### src/rtl/mem_port_arbiter4.sv
`timescale 1ns/1ps
// -----------------------------------------------------------------------------
// mem_port_arbiter4
//   Round-robin arbiter and sequencer sharing one 32-bit memory/datapath port
//   among four requesters. A transfer runs IDLE -> GRANT -> RELEASE. The GRANT
//   phase is bounded by an optional watchdog so that a hung port cannot lock out
//   the other requesters. All outputs are registered.
//
// Parameters
//   TIMEOUT  GRANT cycles allowed without MemAck before abort (0 = no watchdog)
//
// Ports
//   CLK     in   system clock, rising edge
//   Reset   in   asynchronous active-low reset
//   Req     in   [3:0] request vector, bit i = requester i
//   MemAck  in   shared port completion strobe, only looked at in GRANT
//   MemReq  out  request to the shared port, high throughout GRANT
//   Grant   out  [3:0] one-hot owner, zero outside GRANT
//   Sel     out  [1:0] index of current/last owner, drives the 4:1 data mux
//   Busy    out  high in GRANT and RELEASE
//   Done    out  [3:0] one-cycle completion pulse to the owner
//   Err     out  one-cycle pulse on watchdog abort
// -----------------------------------------------------------------------------
module mem_port_arbiter4 #(
  parameter int unsigned TIMEOUT = 16
) (
  input  logic       CLK,
  input  logic       Reset,
  input  logic [3:0] Req,
  input  logic       MemAck,
  output logic       MemReq,
  output logic [3:0] Grant,
  output logic [1:0] Sel,
  output logic       Busy,
  output logic [3:0] Done,
  output logic       Err
);

  localparam int unsigned    CW       = (TIMEOUT == 0) ? 1 : $clog2(TIMEOUT + 1);
  localparam bit             WDOG_EN  = (TIMEOUT != 0);
  localparam logic [CW-1:0]  CNT_LAST = (TIMEOUT == 0) ? '0 : CW'(TIMEOUT - 1);

  typedef enum logic [1:0] {
    S_IDLE    = 2'd0,
    S_GRANT   = 2'd1,
    S_RELEASE = 2'd2
  } state_e;

  state_e        state_q,   state_d;
  logic [1:0]    ptr_q,     ptr_d;
  logic [CW-1:0] cnt_q,     cnt_d;
  logic          mem_req_q, mem_req_d;
  logic [3:0]    grant_q,   grant_d;
  logic [1:0]    sel_q,     sel_d;
  logic          busy_q,    busy_d;
  logic [3:0]    done_q,    done_d;
  logic          err_q,     err_d;

  // Round-robin pick: first set request scanning ptr, ptr+1, ... (mod 4).
  logic [1:0] pick_idx;
  logic       pick_vld;

  always_comb begin
    pick_idx = ptr_q;
    pick_vld = 1'b0;
    for (int k = 0; k < 4; k++) begin
      if (!pick_vld && Req[ptr_q + 2'(k)]) begin
        pick_vld = 1'b1;
        pick_idx = ptr_q + 2'(k);
      end
    end
  end

  // NOTE: every signal assigned here gets a default first, so no path leaves
  // it unassigned and no latch can be inferred.
  always_comb begin
    state_d   = state_q;
    ptr_d     = ptr_q;
    cnt_d     = cnt_q;
    mem_req_d = mem_req_q;
    grant_d   = grant_q;
    sel_d     = sel_q;
    busy_d    = busy_q;
    done_d    = '0;
    err_d     = 1'b0;

    unique case (state_q)
      S_IDLE: begin
        if (pick_vld) begin
          state_d   = S_GRANT;
          grant_d   = 4'b0001 << pick_idx;
          sel_d     = pick_idx;
          mem_req_d = 1'b1;
          busy_d    = 1'b1;
          cnt_d     = '0;
        end
      end

      S_GRANT: begin
        // Ack is checked first so it wins over a simultaneous timeout.
        if (MemAck || (WDOG_EN && cnt_q == CNT_LAST)) begin
          done_d    = MemAck ? grant_q : 4'b0000;
          err_d     = !MemAck;
          mem_req_d = 1'b0;
          grant_d   = '0;
          ptr_d     = sel_q + 2'd1;
          state_d   = S_RELEASE;
        end else if (WDOG_EN) begin
          cnt_d = cnt_q + CW'(1);
        end
      end

      S_RELEASE: begin
        // Single bubble cycle; Sel is held so the mux stays stable.
        state_d = S_IDLE;
        busy_d  = 1'b0;
      end

      default: begin
        state_d   = S_IDLE;
        mem_req_d = 1'b0;
        grant_d   = '0;
        busy_d    = 1'b0;
      end
    endcase
  end

  // NOTE: sequential state uses non-blocking assignments so every flop samples
  // the pre-edge values regardless of statement order.
  always_ff @(posedge CLK or negedge Reset) begin
    if (!Reset) begin
      state_q   <= S_IDLE;
      ptr_q     <= '0;
      cnt_q     <= '0;
      mem_req_q <= 1'b0;
      grant_q   <= '0;
      sel_q     <= '0;
      busy_q    <= 1'b0;
      done_q    <= '0;
      err_q     <= 1'b0;
    end else begin
      state_q   <= state_d;
      ptr_q     <= ptr_d;
      cnt_q     <= cnt_d;
      mem_req_q <= mem_req_d;
      grant_q   <= grant_d;
      sel_q     <= sel_d;
      busy_q    <= busy_d;
      done_q    <= done_d;
      err_q     <= err_d;
    end
  end

  assign MemReq = mem_req_q;
  assign Grant  = grant_q;
  assign Sel    = sel_q;
  assign Busy   = busy_q;
  assign Done   = done_q;
  assign Err    = err_q;

endmodule

### config.mk
export PLATFORM = sky130hd
export DESIGN_NAME = mem_port_arbiter4
export DESIGN_NICKNAME = d
export VERILOG_FILES = /design/src/rtl/mem_port_arbiter4.sv
export SDC_FILE = /design/constraint.sdc
export NUM_CORES = 1
export LEC_CHECK = 0
export CELL_PAD_IN_SITES_DETAIL_PLACEMENT = 0
export CELL_PAD_IN_SITES_GLOBAL_PLACEMENT = 1
export CORE_AREA = 2 2 54 56
export DETAILED_ROUTE_END_ITERATION = 10
export DIE_AREA = 0 0 56 58
export GPL_ROUTABILITY_DRIVEN = 1
export GPL_TIMING_DRIVEN = 0
export PLACE_DENSITY_LB_ADDON = 0.1
export SLEW_MARGIN = 20
export SYNTH_ARGS = -nofsm -noshare
export SYNTH_HDL_FRONTEND = slang
export SYNTH_SLANG_ARGS = --single-unit
### constraint.sdc
create_clock -name CLK -period 5.7 [get_ports CLK]
set_input_delay 1.14 -clock CLK [delete_from_list [all_inputs] [get_ports CLK]]
set_output_delay 1.14 -clock CLK [all_outputs]
set_load 0.05 [all_outputs]
# [Yosys cells after proc, flatten, opt, wreduce, memory -nomap -nowiden]
# Index checks and enable logic that the tools add are counted.
[totals] reg_bits=22 inputBits=7 output_inout_bits=13 word_cells=76
[classes] add_sub_neg=5 order_cmp=4 eq_ne=6 n_shift=1 muxes=33 bitwise_logic=2 reduce_logical=16
[ops] operator="4-bit two-way mux" n=5
[ops] operator="2-bit by 3-bit < comparator with 1-bit output (second input constant)" n=4
[ops] operator="1-bit two-way mux" n=12
[ops] operator="4-bit case mux with 3 select lines" n=1
[ops] operator="2-bit two-way mux" n=5
[ops] operator="5-bit two-way mux" n=2
[ops] operator="5-bit case mux with 2 select lines" n=1
[ops] operator="1-bit binary-select mux with 2-bit select" n=4
[ops] operator="2-bit AND reduction" n=4
[ops] operator="2-bit inequality test (second input constant)" n=3
[ops] operator="3-bit AND reduction" n=2
[ops] operator="5-bit by 1-bit adder with 5-bit output (second input constant)" n=1
[ops] operator="5-bit by 4-bit == test with 1-bit output (second input constant)" n=1
[ops] operator="2-bit by 1-bit adder with 2-bit output (second input constant)" n=2
[ops] operator="2-bit adder (second input constant)" n=2
[ops] operator="1-bit zero test" n=4
[ops] operator="2-bit case mux with 2 select lines" n=1
[ops] operator="1-bit by 2-bit left shift with 4-bit output (first input constant)" n=1
[ops] operator="1-bit logical AND" n=3
[ops] operator="1-bit case mux with 3 select lines" n=1
[ops] operator="2-bit by 1-bit == test with 1-bit output (second input constant)" n=1
[ops] operator="2-bit == test (second input constant)" n=1
[ops] operator="2-bit zero test" n=1
[ops] operator="1-bit NOT" n=2
[ops] operator="other kinds (3)" n=3

# [Logic depth before layout (Yosys ltp)]
# Gate-level depths: netlist (run 1).
[logic_depth] word_depth=15 depth_mapped=8 depth_no_buf=7

# [Worst setup path after synthesis (run 1)]
# OpenSTA, ideal clock, no wires.
[synth_path] kind="input to register" from="in MemAck" to="reg cnt_q[4]" setup_ns=0.066 arrival_ns=2.252 t_required_ns=5.634 setup_slack_ns=3.382 stages=5 path_buffers=1 cell_sequence="or4b_1 > buf_2 > or3_1 > o21ai_1 > a32o_2"
[synth_via] elab_chain_len=3
[synth_lines] item="start: declaration" line="30" source="input logic MemAck,"
[synth_lines] item="1-bit logical OR" line="101" source="if (MemAck || (WDOG_EN && cnt_q == CNT_LAST)) begin"
[synth_lines] item="2-bit inequality test (no line)"
[synth_lines] item="3-bit AND reduction (no line)"
[synth_lines] item="end signal: assignment" line="144" source="cnt_q <= cnt_d;"
[synth_lines] item="end: declaration" line="51" source="logic [CW-1:0] cnt_q, cnt_d;"
# Every way passes these cells.
# A chain may end at the register's enable or synchronous reset.

# [Worst setup path after layout (run 1)]
[layout_path] from="reg sel_q[1] (netlist: Sel[1])" to="out Sel[1]"
[layout_lines] item="start: declaration" line="54" source="logic [1:0] sel_q, sel_d;"
[layout_lines] item="start signal: assignment" line="147" source="sel_q <= sel_d;"
[layout_lines] item="end: declaration" line="33" source="output logic [1:0] Sel,"
# No word-level cell between the ends.

==> results.md, run 1 <==
* Total die area at 3250 sq um
* Fmax at 374 MHz
* Setup CP Type: register to output pin
* Fin worst setup slack at 3.03 ns
* Synthesized area at 1060 sq um
* CTS Root Cell: clkbuf_4
* Yosys top cell by area: dfrtp_1
* P_sw at 0.297 mW
* Critical Path Max Stage Delay at 0.82 ns
* Met1 Use GR at 19.4%
* Hold Slack at 0.504 ns
* Synth top area share at 51.7%
* Avg Cell Area, Syn at 10.9 sq um
* CTS hold repair buffers at 0
* Int Power at 0.377 mW
* Final Critical Period at 2.67 ns
* Rows at 19
* Worst slew pin tran at 0.805 ns
* Critical Path RT at 4.56 ns
* RSZ-0062 raised after global routing: false
* Initial DRC Count at 21
* Hold WC Path Type: register to register
* DP Area at 1290 sq um
* Sw Ratio at 44.1%
* Worst clock skew at 0.00161 ns
* # diodes at 0
* Async S/R FF share, synth at 100%
* Num ports at 20
* Clock group share of total power at 12.4%
* Die Y-Extent at 58 microns
* CTS Buf Count at 3
* Setup TNS at 0 ns
* #FFs+latches synth at 22
* Critical path launch point type: register
* Synth top area cells: dfrtp_1 52%, o21ai_0 3.8%, nor2b_1 3.5%
* Clk buf depth at 2
* P&R area growth vs syn at 24.4%
* Htree depth at 1
* Design area at 1330 sq um
* All-Layer GR Usage at 14.1%
* Vias in the first global route at 758
* I/O Buffers at 19
* Via count at 800
* Die X-Extent at 56 microns
* CP max stage cell: clkdlybuf4s50_1
* Largest net degree at the start of global routing at 23
* Fin cells at 152
* Core Footprint at 2660 sq um
* DR pass1 iterations at 4
* Final worst-path cycle share at 46.9%
* Syn Inst Count at 98
* TritonCTS clock tree: built
* Yosys warning count at 0
* Synth cell count leaders: 22 x dfrtp_1, 8 x o21ai_0, 7 x inv_1, 6 x nand2_1, 6 x nor2b_1
* Sequential area share after synthesis at 51.7%
* Placed cells at 148
* Crit path max-delay family: buffers and inverters
* First-pass GRT wire length at 3550 microns
* Cell Chain, Critical Path: clkdlybuf4s50_1
* Status: completed
* Hold Fails Final Rpt at 0
* Synthesized Nets at 107
* PD cells at 508 nW/um^2
* Worst setup EP type: output pin
* Setup Fix Bufs, Post-CTS at 0
* Yosys cell types at 40
* Crit path arrival time at 1.53 ns
* Final #Nets at 131
* Post-DR vias/cell at 5.26
* Static Leak at 0.606 nW
* Worst-path clk slew at 0.12 ns
* # DRC at 0
* # resized after CTS at 0
* Fraction of layout cells with a size suffix above 1 at 16.5%
* Routed wire length at 2020 microns
* Met3 GRT Util at 3.13%
* Pre-CTS setup slack at 2.73 ns
* Initial antenna violation count at 0
* Most common cell in the netlist: dfrtp_1
* Slew HR at 46.2%
* WL per Instance at 13.3 microns
* ANT nets after route at 0
* Max Fanout on Critical Path at 3
* Final setup vio count at 0
* Worst-skew pair later-pin latency at 0.30 ns
* Worst Path Buf+Inv at 1
* Initial Util at 40.0%
* GRT overflow at 0
* Post-DP HPWL at 1480 microns
* RD Place Congestion at 0.676
* Combinational share of power at 51.3%
* GRT met2 Usage at 22.0%
* Maxcap violations at 0
* Predominant post-synthesis flop cell: dfrtp_1
* Clk sinks at 22
* Maximum vdd drop at 0.274 mV
* Final Max Tran Viols at 0
* Sequential share of power at 36.4%
* Number of synthesized flops with an enable pin at 0
* Global routing's busiest layer: met2
## final timing paths
check / startpoint / end / slack (ns) / cells past startpoint
max in group asynchronous: Reset / cnt_q[4] / 4.59 / 1
worst max-delay path: Sel[1] / Sel[1] / 3.03 / 1
worst min-delay path: Busy / Busy / 0.50 / 1
min in group asynchronous: Reset / Done[1] / 0.78 / 1
worst max register to register: cnt_q[0] / cnt_q[3] / 3.41 / 7
worst min register to register: Busy / Busy / 0.50 / 1
## registers in the layout (all words and copies together) (netlist names)
| name | flops |
|---|---|
| Err | 1 |
| ptr_q | 2 |
| Grant | 4 |
| MemReq | 1 |
| state_q | 2 |
| Done | 4 |
| Sel | 2 |
| cnt_q | 5 |
| Busy | 1 |
## metal layers
metal,wire [microns],part of all wire [%]
met3,91,4.5
met5,0,0
met1,1010,50
met4,15,0.74
met2,904,45
## cell type report
class	count	area [sq um]
Fill cell	257	1340
Sequential cell	22	551
Multi-Input combinational cell	65	459
Timing Repair Buffer	19	185
Tap cell	31	38.8
Clock buffer	4	36.3
Buffer	4	28.8
Inverter	7	26.3
## power groups by stage
stage | combinational [mW] | clock [mW] | sequential [mW]
floorplan | 0.148 | 0 | 0.342
global placement | 0.344 | 0 | 0.247
detailed placement | 0.347 | 0 | 0.249
CTS | 0.348 | 0.0892 | 0.246
global route | 0.375 | 0.0965 | 0.256
finish | 0.345 | 0.0832 | 0.245
## layout by cell type, fill, tap and decap left out, types with 2 or more instances in the layout
cell,n
clkdlybuf4s50_1,18
and3_2,4
xor2_1,2
nor2_1,3
o22ai_1,3
buf_2,2
o21ai_0,8
nor2b_1,6
a31o_2,2
inv_1,7
ha_1,2
clkbuf_4,3
o31ai_1,2
a21oi_1,2
a22oi_1,2
dfrtp_1,22
a22o_1,2
nand2_1,6
## stage by stage
step	util (%)	total power, mW
floorplan	-	0.489
global placement	48.6	0.592
detailed placement	48.6	0.596
CTS	50.0	0.683
global route	49.8	0.727
finish	49.8	0.674
## cell families (layout without fill, tap and decap cells)
logic type | count (synthesis) | after routing | synth area share, %
AO/OA/AOI/OAI | 30 | 30 | 19.7
XOR/XNOR | 3 | 3 | 2.47
multiplexers | 2 | 2 | 2.00
AND/OR/NAND/NOR | 28 | 28 | 16.6
flip-flops | 22 | 22 | 51.7
buffers and inverters | 11 | 34 | 5.17
adder cells (fa/ha/maj) | 2 | 2 | 2.35
No activity file was read; power rests on OpenSTA's default activity.
==> inputs of run 2 (changes only) <==
- CORE_AREA: 2 2 54 56 -> 2 2 59 61
- DIE_AREA: 0 0 56 58 -> 0 0 61 63
- clock period: 5.7 -> 2.2 ns (I/O delays scaled with it)
==> run 2 against run 1 <==
  * Power grew to 2.7 times the previous value
  * Sequential share of layout area shrank 2.2 points
  * Via count up 3.9%
  * Cell count increased by 11%
  * Critical endpoint is now cnt_q[4]
  * Combinational power rose to 2.8 times the previous value
  * Non-clock buffer count is 2 higher
  * Clock-buffer cell count unchanged
  * First-iteration DRC count grew 95%
  * Core utilization decreased by 6.5 points
  * Global-route usage down 1.6 points
  * Flip-flop and latch count stayed put
==> results.md, run 2 (synthesized netlist as in run 1, its figures left out) <==
* Max Fanout on Critical Path at 7
* Post-DR vias/cell at 4.92
* Htree depth at 1
* Cell Chain, Critical Path: ha_2 -> and3_4 -> ha_4 -> or4b_4 -> buf_6 -> or3_1 -> o21ai_1 -> a32o_2
* Final Critical Period at 2.13 ns
* WL per Instance at 12.9 microns
* Die Y-Extent at 63 microns
* Placed cells at 163
* TritonCTS clock tree: built
* Routed wire length at 2170 microns
* Setup CP Type: register to register
* Initial Util at 32.9%
* Most frequent cells in the layout: 22 x dfrtp_1, 18 x clkdlybuf4s50_1, 8 x o21ai_0
* Initial antenna violation count at 0
* All-Layer GR Usage at 12.4%
* # diodes at 0
* Hold Slack at 0.0796 ns
* Final Max Tran Viols at 0
* Die X-Extent at 61 microns
* CP max stage cell: or4b_4
* Crit path arrival time at 2.38 ns
* Core Footprint at 3230 sq um
* CTS hold repair buffers at 0
* RD Place Congestion at 0.704
* GRT overflow at 0
* Critical path launch point type: register
* Vias in the first global route at 849
* Largest net degree at the start of global routing at 23
* Largest register FFs at 5
* Clk buf depth at 2
* Hold Fails Final Rpt at 0
* Critical Path RT at 2.45 ns
* Final worst-path cycle share at 96.7%
* CTS Buf Count at 3
* Status: completed
* I/O Buffers at 19
* Fmax at 470 MHz
* Final #Nets at 133
* # DRC at 0
* Num ports at 20
* CTS Root Cell: clkbuf_4
* DR pass1 iterations at 5
* Fin cells at 169
* Biggest register: cnt_q
* Total die area at 3840 sq um
* Worst clock skew at 0.00291 ns
* Most common cell after layout, fill and taps aside: dfrtp_1
* Clk sinks at 22
* Worst slew pin tran at 0.786 ns
* Hold WC Path Type: primary input to asynchronous set/reset pin
* Maxcap violations at 0
* Worst-skew pair later-pin latency at 0.30 ns
* Maximum vdd drop at 0.587 mV
* Worst Path Buf+Inv at 1
* Post-DP HPWL at 1620 microns
* P&R area growth vs syn at 31.3%
* Rows at 21
* Worst setup EP type: register
* PD cells at 1290 nW/um^2
* Static Leak at 0.622 nW
* Fraction of layout cells with a size suffix above 1 at 21.1%
* Crit path max-delay family: simple AND/OR/NAND/NOR gates
* Via count at 831
* Initial DRC Count at 41
* Critical Path Max Stage Delay at 0.48 ns
* Final setup vio count at 0
* Worst-path clk slew at 0.13 ns
* ANT nets after route at 0
* Slew HR at 47.6%
* First-pass GRT wire length at 3750 microns
## run 2: final timing paths
kind	startpoint	end	slack, ns	depth (start not counted)
setup / recovery	cnt_q[0]	cnt_q[4]	0.07	8
hold / removal	Reset	Err	0.08	1
setup reg to reg	cnt_q[0]	cnt_q[4]	0.07	8
hold reg to reg	Busy	Busy	0.51	1
max in group asynchronous	Reset	cnt_q[2]	1.79	1
min in group CLK	Busy	Busy	0.51	1
## run 2: where the power goes
| group | switching, mW | internal [mW] |
|---|---|---|
| Clock | 0.125 | 0.101 |
| Sequential | 0.103 | 0.528 |
| Combinational | 0.566 | 0.384 |
| Total | 0.794 | 1.01 |
## run 2: layout make-up
class	count	area [sq um]
Fill cell	349	1830
Timing Repair Buffer	21	200
Clock buffer	4	36.3
Multi-Input combinational cell	65	492
Tap cell	46	57.6
Buffer	4	35.0
Sequential cell	22	551
Inverter	7	26.3
## run 2: stage by stage
step	setup slack, ns	util (%)	cell area (sq um)	TNS, ns	power, mW
final	0.0737	43.2	1400	0	1.81
after global routing	-0.000774	43.2	1400	-0.000774	1.93
after CTS	-0.00885	42.4	1370	-0.00885	1.80
after detailed placement	-0.0729	40.6	1310	-0.125	1.55
after global placement	-0.0682	40.6	1310	-0.107	1.54
after floorplan	0.0904	-	1060	0	1.27
## run 2: repair_timing
action	4_1_cts	5_1_grt
resized for setup	2	6
hold endpoints to repair	0	0
endpoints found under the setup margin	2	4
buffers inserted	2	0
pin swaps	0	1
## run 2: per-layer routing
layer	track usage [%]	share of wire (%)
met1	16.2	49
met3	2.69	5.2
met4	2.45	0.83
met5	0	0
met2	20.8	45
==> inputs of run 3 (changes only) <==
- GPL_TIMING_DRIVEN: 0 -> not set
==> run 3 against run 2 <==
  * Worst setup slack better by 0.039 ns
  * First-iteration DRC count down 39%
  * Register-to-register slack better by 0.04 ns
  * Worst hold slack better by 0.37 ns
  * Via count down 0.36%
  * Clock-buffer cell count down 1
  * Wire length up 3.9%
  * Core utilization up 0.54 points
  * Fmax up 1.9%
  * Sequential share of layout area down 0.49 points
  * Sequential power up 2%
  * Flip-flop and latch count unchanged
  * Critical path type unchanged
  * Critical endpoint unchanged
  * Largest cell class unchanged
  * Highest routed layer unchanged
==> results.md, run 3 (synthesized netlist as in run 1, its figures left out) <==
* # diodes at 0
* Fin worst setup slack at 0.113 ns
* Initial Util at 32.9%
* Final Max Tran Viols at 0
* Fraction of layout cells with a size suffix above 1 at 20.5%
* Static Leak at 0.644 nW
* Maximum vdd drop at 0.699 mV
* Worst r2r path cells at 7
* Hold WC Path Type: primary input to asynchronous set/reset pin
* Worst clock skew at 0.00600 ns
* Status: completed
* TritonCTS clock tree: built
* Worst-skew pair later-pin latency at 0.31 ns
* Setup TNS at 0 ns
* Largest net degree at the start of global routing at 23
* Core Footprint at 3230 sq um
* P&R area growth vs syn at 32.9%
* Largest register FFs at 5
* RSZ-0062 raised after global routing: false
* Pre-CTS setup slack at 0.0870 ns
* Fmax at 479 MHz
* Post-DR vias/cell at 4.79
* Die X-Extent at 61 microns
* ANT nets after route at 0
* Routed wire length at 2260 microns
* Worst-path clk slew at 0.13 ns
* CTS Buf Count at 3
* Biggest register: cnt_q
* Worst slew pin tran at 0.498 ns
* I/O Buffers at 19
* Total die area at 3840 sq um
* Most common cell after layout, fill and taps aside: dfrtp_1
* Final #Nets at 137
* Critical R2R Capture: cnt_q[4]
* Htree depth at 1
* Critical Path RT at 2.46 ns
* R2R Path Start: cnt_q[0]
* Most frequent cells in the layout: 22 x dfrtp_1, 19 x clkdlybuf4s50_1, 10 x buf_4
* Final setup vio count at 0
* Initial DRC Count at 25
* Initial antenna violation count at 0
* Clk buf depth at 2
* CTS hold repair buffers at 0
* Setup CP Type: register to register
* Maxcap violations at 0
* Num ports at 20
* DR pass1 iterations at 4
* Final worst-path cycle share at 94.9%
* GRT overflow at 0
* # DRC at 0
* Vias in the first global route at 853
* Worst setup EP type: register
* Rows at 21
* PD cells at 1330 nW/um^2
* Final Critical Period at 2.09 ns
* Hold Fails Final Rpt at 0
* Via count at 828
* First-pass GRT wire length at 3960 microns
* Max Fanout on Critical Path at 5
* Crit path arrival time at 2.35 ns
* Slew HR at 66.7%
* Critical path launch point type: register
* RD Place Congestion at 0.690
* Clk sinks at 22
* Post-DP HPWL at 1640 microns
* CTS Root Cell: clkbuf_4
* Die Y-Extent at 63 microns
* All-Layer GR Usage at 13.4%
* Reg2reg setup slack at 0.11 ns
* WL per Instance at 13.1 microns
## run 3: through the flow
step           hold WS [ns]  cell area (sq um)  cells  total power, mW  util, %
2_1_floorplan         0.144               1060     98             1.27        -
3_3_place_gp          0.489               1360    169             1.56     42.0
3_5_place_dp          0.473               1360    169             1.57     42.0
4_1_cts               0.454               1410    173             1.90     43.7
5_1_grt               0.464               1420    173             2.02     43.8
6_report              0.454               1420    173             1.88     43.8
## run 3: worst max-delay path: stages, from the launching register on
cell     delay, ns
dfrtp_1       0.43
ha_1          0.21
and3_1        0.18
ha_1          0.19
or4b_4        0.52
or3_1         0.32
o21ai_1       0.08
a32o_2        0.12
## run 3: worst max path at each step
stage                  start  endpoint  cells past startpoint
floorplan           cnt_q[0]  cnt_q[4]                      8
finish              cnt_q[0]  cnt_q[4]                      7
CTS                 cnt_q[0]  cnt_q[4]                      7
detailed placement  cnt_q[0]  cnt_q[4]                      7
global route        cnt_q[1]  cnt_q[4]                      7
global placement    cnt_q[0]  cnt_q[4]                      7
## run 3: final cells by class
class                   instances  area, sq um
clock buffers                   3         22.5
clock inverters                 1         30.0
fillers                       334         1820
inverters                       7         26.3
multi-input cells              65          463
flip-flops and latches         22          551
well taps                      46         57.6
repair buffers                 29          265
## run 3: report_power, final
group / internal [mW] / switching, mW / leakage, nW
clock: 0.184 / 0.133 / 0.0279
combinational: 0.370 / 0.545 / 0.329
sequential: 0.528 / 0.118 / 0.288
## run 3: repair_timing
item | CTS | global route
resized for setup | 0 | 1
setup buffers | 0 | 0
setup endpoints to repair | 0 | 2
## run 3: routing by layer
metal,GRT usage (%),routed length [microns],vias to the layer above
met1,19.4,1140,394
met2,19.4,989,17
met5,0,0,-
li1,-,-,415
met4,5.71,18,0
met3,2.48,108,2
